### config.mk
export PLATFORM = sky130hd
export DESIGN_NAME = codec_intf_flat
export DESIGN_NICKNAME = d
export VERILOG_FILES = /design/src/rtl/codec_pkg.sv /design/src/rtl/codec_intf_if.sv /design/src/rtl/codec_intf.sv /design/src/flat_wrapper.sv
export SDC_FILE = /design/constraint.sdc
export NUM_CORES = 1
export LEC_CHECK = 0
export CAP_MARGIN = 20
export CORE_MARGIN = 10
export CORE_UTILIZATION = 35
export DETAILED_ROUTE_END_ITERATION = 7
export PLACE_DENSITY = 0.6
export SETUP_SLACK_MARGIN = 0.02
export SKIP_CTS_REPAIR_TIMING = 1
export SYNTH_ARGS = -nofsm -noshare
export SYNTH_HDL_FRONTEND = slang
export SYNTH_SLANG_ARGS = --single-unit
### constraint.sdc
create_clock -name clk -period 4.3 [get_ports clk]
set_clock_uncertainty 0.2 [all_clocks]
set_input_delay 1.075 -clock clk [delete_from_list [all_inputs] [get_ports clk]]
set_output_delay 1.075 -clock clk [all_outputs]
set_load 0.02 [all_outputs]
### src/rtl/codec_pkg.sv
// Shared constants and sample type for the I2S codec interface (10-bit frame counter, 16-bit samples).
package codec_pkg;

  localparam int SMPL_W = 16;

  // Data slots within one LRCLK half: MSB in slot 1, LSB in slot 16.
  localparam logic [4:0] MSB_SLOT = 5'd1;
  localparam logic [4:0] LSB_SLOT = 5'd16;

  // Counter values on which the last bit of each channel is sampled.
  localparam int L_DONE = 263;
  localparam int R_DONE = 775;

  typedef logic signed [SMPL_W-1:0] smpl_t;

  function automatic logic slot_in_word(input logic [4:0] s);
    return (s >= MSB_SLOT) && (s <= LSB_SLOT);
  endfunction

endpackage

### src/rtl/codec_intf_if.sv
// Pin bundle between codec, equalizer core and the I2S master; master modport is the codec_intf side.
interface codec_intf_if;
  import codec_pkg::*;

  logic  SDout;
  smpl_t lft_out;
  smpl_t rht_out;
  logic  MCLK;
  logic  SCLK;
  logic  LRCLK;
  logic  RSTn;
  logic  SDin;
  smpl_t lft_in;
  smpl_t rht_in;
  logic  valid;

  modport master (
    input  SDout, lft_out, rht_out,
    output MCLK, SCLK, LRCLK, RSTn, SDin, lft_in, rht_in, valid
  );

  modport slave (
    output SDout, lft_out, rht_out,
    input  MCLK, SCLK, LRCLK, RSTn, SDin, lft_in, rht_in, valid
  );

endinterface

### src/rtl/codec_intf.sv
// I2S master: codec clocks from one free-running counter, RX samples valid 1 clk after R LSB, TX loaded per half-frame; no backpressure.
// Define CODEC_LOOPBACK_EN to retransmit the received samples on SDin instead of lft_out/rht_out.
module codec_intf #(
  parameter int FRAME_W = 10,
  parameter int SMPL_W  = 16
) (
  input  logic         clk,
  input  logic         rst_n,
  codec_intf_if.master cif
);
  import codec_pkg::*;

  logic [FRAME_W-1:0] cnt;
  logic               rst_q;
  logic               frame_ok;
  logic [SMPL_W-1:0]  rx_shift;
  logic [SMPL_W-1:0]  rx_next;
  logic [SMPL_W-1:0]  lft_hold;
  logic [SMPL_W-1:0]  tx_shift;
  logic [SMPL_W-1:0]  tx_l_src;
  logic [SMPL_W-1:0]  tx_r_src;
  smpl_t              lft_q;
  smpl_t              rht_q;
  logic               valid_q;
  logic [4:0]         slot;
  logic               in_data;
  logic               rx_stb;
  logic               tx_stb;
  logic               wrap;
  logic               half;

  assign slot    = cnt[FRAME_W-2 -: 5];
  assign in_data = slot_in_word(slot);
  // Sample on the last clk before SCLK rises; shift TX on the last clk before SCLK falls.
  assign rx_stb  = in_data && (cnt[3:0] == 4'b0111);
  assign tx_stb  = in_data && (slot != LSB_SLOT) && (cnt[3:0] == 4'b1111);
  assign wrap    = &cnt;
  assign half    = (cnt == {1'b0, {(FRAME_W-1){1'b1}}});
  assign rx_next = {rx_shift[SMPL_W-2:0], cif.SDout};

  always_ff @(posedge clk or negedge rst_n) begin
    if (!rst_n) begin
      cnt      <= '0;
      rst_q    <= 1'b0;
      frame_ok <= 1'b0;
    end else begin
      cnt   <= cnt + 1'b1;
      rst_q <= 1'b1;
      if (wrap) begin
        frame_ok <= 1'b1;
      end
    end
  end

  // Receive: the hold/output registers take rx_next so the LSB sampled this cycle is included.
  always_ff @(posedge clk or negedge rst_n) begin
    if (!rst_n) begin
      rx_shift <= '0;
      lft_hold <= '0;
      lft_q    <= '0;
      rht_q    <= '0;
      valid_q  <= 1'b0;
    end else begin
      valid_q <= 1'b0;
      if (rx_stb) begin
        rx_shift <= rx_next;
      end
      if (cnt == FRAME_W'(L_DONE)) begin
        lft_hold <= rx_next;
      end
      if (cnt == FRAME_W'(R_DONE)) begin
        lft_q   <= lft_hold;
        rht_q   <= rx_next;
        valid_q <= frame_ok;
      end
    end
  end

`ifdef CODEC_LOOPBACK_EN
  logic unused_core;
  assign tx_l_src    = lft_hold;
  assign tx_r_src    = rht_q;
  assign unused_core = ^{cif.lft_out, cif.rht_out};
`else
  assign tx_l_src = cif.lft_out;
  assign tx_r_src = cif.rht_out;
`endif

  // Transmit: core samples are captured only at the two half-frame boundaries.
  always_ff @(posedge clk or negedge rst_n) begin
    if (!rst_n) begin
      tx_shift <= '0;
    end else if (wrap) begin
      tx_shift <= tx_l_src;
    end else if (half) begin
      tx_shift <= tx_r_src;
    end else if (tx_stb) begin
      tx_shift <= {tx_shift[SMPL_W-2:0], 1'b0};
    end
  end

  assign cif.MCLK   = cnt[1];
  assign cif.SCLK   = cnt[3];
  assign cif.LRCLK  = cnt[FRAME_W-1];
  assign cif.RSTn   = rst_q;
  assign cif.SDin   = in_data & tx_shift[SMPL_W-1];
  assign cif.lft_in = lft_q;
  assign cif.rht_in = rht_q;
  assign cif.valid  = valid_q;

endmodule

### src/flat_wrapper.sv
// flat-port wrapper written by rule: the top's interface ports become plain ports
module codec_intf_flat import codec_pkg::*;
#(
  parameter int FRAME_W = 10,
  parameter int SMPL_W  = 16
)
  (clk, rst_n, cif_SDout, cif_lft_out, cif_rht_out, cif_MCLK, cif_SCLK, cif_LRCLK, cif_RSTn, cif_SDin, cif_lft_in, cif_rht_in, cif_valid);
  codec_intf_if cif_i ();
  input  logic clk;
  input  logic rst_n;
  input wire logic [$bits(cif_i.SDout)-1:0] cif_SDout;
  input wire logic [$bits(cif_i.lft_out)-1:0] cif_lft_out;
  input wire logic [$bits(cif_i.rht_out)-1:0] cif_rht_out;
  output wire logic [$bits(cif_i.MCLK)-1:0] cif_MCLK;
  output wire logic [$bits(cif_i.SCLK)-1:0] cif_SCLK;
  output wire logic [$bits(cif_i.LRCLK)-1:0] cif_LRCLK;
  output wire logic [$bits(cif_i.RSTn)-1:0] cif_RSTn;
  output wire logic [$bits(cif_i.SDin)-1:0] cif_SDin;
  output wire logic [$bits(cif_i.lft_in)-1:0] cif_lft_in;
  output wire logic [$bits(cif_i.rht_in)-1:0] cif_rht_in;
  output wire logic [$bits(cif_i.valid)-1:0] cif_valid;
  assign cif_i.SDout = cif_SDout;
  assign cif_i.lft_out = cif_lft_out;
  assign cif_i.rht_out = cif_rht_out;
  assign cif_MCLK = cif_i.MCLK;
  assign cif_SCLK = cif_i.SCLK;
  assign cif_LRCLK = cif_i.LRCLK;
  assign cif_RSTn = cif_i.RSTn;
  assign cif_SDin = cif_i.SDin;
  assign cif_lft_in = cif_i.lft_in;
  assign cif_rht_in = cif_i.rht_in;
  assign cif_valid = cif_i.valid;
  codec_intf #(.FRAME_W(FRAME_W), .SMPL_W(SMPL_W)) u_core (.clk(clk), .rst_n(rst_n), .cif(cif_i));
endmodule
==> results.cfg <==
[outcome]
status = complete, no violations

[clocking]
clk_latency_ns = 0.36
cts_tree = built
cts_root_buffer = clkbuf_8
cts.sinks = 92
cts_buffers = 9
path_clk_slew_ns = 0.10
htree_levels = 3
ctsLongestPathBuffers = 2

[critical_path]
cp.arrival_ns = 2.24
crit_chain = nor4_2 > xnor2_1 > and2_1 > clkdlybuf4s50_1
startpoint = u_core.cnt[4]
worstSetupPathType = flop to output pin
cp_num_buf_inv = 1
worstPathRequired_ns = 3.02
r2r-start = u_core.cnt[1]
critPathMaxStageDelay_ns = 0.62
reg2reg_to = u_core.tx_shift[9]
reg2reg_slack_ns = 1.75
rr_worst_depth = 5
critical_path.endpoint_type = output pin
cp_slowest_cell = clkdlybuf4s50_1
start_kind = flop
cp_max_fo = 6
cp_top_family = simple AND/OR/NAND/NOR gates

[power_and_ir_drop]
share_comb_of_total_power_pct = 4.9
power.net_switching_uw = 360.2
seqPwrFrac_pct = 56.3
power.share.switching_pct = 23.11
internal-power_uw = 1198
total_power_uw = 1559
powerDensity_nw_per_um2 = 315.4
p_leak_uw = 0.002340
p_clk_share_pct = 38.8
peakVddDrop_v = 0.0001815

[placement]
dp_hpwl_um = 5126
gp_congestion = 0.7350
portBuffers = 72

[timing]
fin_crit_sh_pct = 81.70
worstMarginPinSlew_ns = 0.8404
slew_viol_final = 0
max_freq_mhz = 284.6
fin_tns_setup_ns = 0
post-route-min-period_ns = 3.513
rsz0062_at_grt = no
setup_viol = 0
hold_violations = 0
maxSlewHeadroom_pct = 43.98

[global_route]
track_usage_pct = 9.865
grt_pass1_vias = 2488
grt_max_degree = 56
grt-busiest-layer = met2
met1_usage_pct = 12.55
antenna_found_initial = 0
grt_overflow = 0
gr-usage-met3_pct = 3.718
grt_pass1_wl_um = 12740
met2_usage_pct = 15.12

[detailed_routing]
drt-initial-drc-count = 28
avgViaCountPerCell = 4.736
totalWireLength_um = 7520
drt_first_pass_iters = 4
drcViolationCount = 0
vias = 2245
antenna_left = 0
wl_per_cell_um = 15.86

[run]
max_cap_viol_count = 0

[floorplan]
core_sq_um = 10840
start_util_pct = 35.73
rows = 38
ios = 73
fp.dieH_um = 125.2
die-area_sq_um = 15680
fp.dieW_um = 125.2

[synthesis]
yosysSeqAreaShare_pct = 59.43
syn_area_per_cell_sq_um = 15.25
syn_area_sq_um = 3874
syn_nets = 290
ys_ff_latch = 92
ys_types = 23
netlist_instances = 254
ys_warn_count = 0

[hold_path]
holdPathStages = 1
min_to = u_core.cnt[0]
hp-start = u_core.cnt[0]
min_path_type = flop to flop

[final_layout]
area_growth_pct = 27.58
multiInputGateArea_sq_um = 1484
nets = 365
drive_above_1_share_pct = 38.02
antennaDiodeCount = 0
fillCellCount = 1024
layout_commonest_cell = mux2_2
ff_latch_area_sq_um = 2302
most-common-layout-cells = 98 x mux2_2, 92 x dfrtp_1, 71 x clkdlybuf4s50_1, 9 x clkbuf_8, 7 x mux2_4
## layer usage
layer	wire length [um]	vias up
met2	3447	57
met5	0	-
met3	438	4
li1	-	1034
met4	34	0
met1	3600	1150
## per-stage QoR
stage | std cells | setup slack [ns] | cell area (sq um) | hold WS, ns | util [%]
finish | 474 | 0.7867 | 4942 | 0.2380 | 45.59
global route | 474 | 0.6135 | 4942 | 0.3017 | 45.59
CTS | 473 | 0.7391 | 4927 | 0.2434 | 45.45
detailed placement | 457 | 1.137 | 4721 | 0.2296 | 43.55
global placement | 457 | 1.188 | 4721 | 0.2266 | 43.55
floorplan | 254 | 1.777 | 3874 | 0.2115 | -
## cell families after synthesis
group           synth area share (%)
other cells                  0.09681
flops                          59.43
fa+ha+maj                     0.3229
mux                            32.24
buf+inv                        2.261
simple gates                   2.778
compound gates                0.8398
xor+xnor                       2.035
## worst reg2reg max path, cell delays in order, from the launching register on
cell and delay, ns:
dfrtp_1 0.38, ha_1 0.21, nand3_1 0.20, or3_1 0.76, mux2_4 0.43, mux2_2 0.26
## synthesized netlist by cell type (all sizes together)
library cell | instances | area share [%]
mux2 | 105 | 31
xnor2 | 5 | 1.1
o21ai | 2 | 0.26
nand4 | 3 | 0.48
and3 | 3 | 0.48
and2 | 1 | 0.16
nand3 | 3 | 0.39
or3 | 1 | 0.16
inv | 5 | 0.48
xor2 | 4 | 0.90
mux2i | 4 | 1.0
conb | 1 | 0.097
nor2 | 4 | 0.39
buf | 9 | 1.5
clkbuf | 3 | 0.29
a22oi | 1 | 0.19
nor4 | 1 | 0.32
ha | 1 | 0.32
a21o | 2 | 0.39
dfrtp | 92 | 59
nand2 | 4 | 0.39
## power by group through the flow
stage	logic, uW	registers, uW	clock network (uW)
global placement	77.4	895	0
global route	84.9	880	667
CTS	78.5	878	626
floorplan	21.9	895	0
detailed placement	77.9	895	0
finish	75.8	878	605
## cell type report
| cell class | instances | share of cell area [%] |
|---|---|---|
| Sequential cell | 92 | 46.58 |
| Inverter | 5 | 0.3797 |
| Timing Repair Buffer | 76 | 15.29 |
| Clock buffer | 9 | 2.506 |
| Multi-Input combinational cell | 145 | 30.03 |
| Clock inverter | 7 | 1.671 |
| Tap cell | 140 | 3.544 |
## worst max-delay path by stage
stage | slack [ns] | cells after the start | endpoint
floorplan | 1.78 | 3 | cif_SDin
global placement | 1.19 | 4 | cif_SDin
detailed placement | 1.14 | 4 | cif_SDin
CTS | 0.74 | 4 | cif_SDin
global route | 0.61 | 4 | cif_SDin
finish | 0.79 | 4 | cif_SDin
## flip-flops by register name (all words and copies together), names as in the netlist
signal             flops
u_core.lft_hold       16
u_core.cif.valid       1
u_core.tx_shift       16
u_core.frame_ok        1
u_core.rx_shift       15
u_core.cnt            10
u_core.cif.RSTn        1
u_core.cif.rht_in     16
u_core.cif.lft_in     16
No activity file was read; power rests on OpenSTA's default activity.
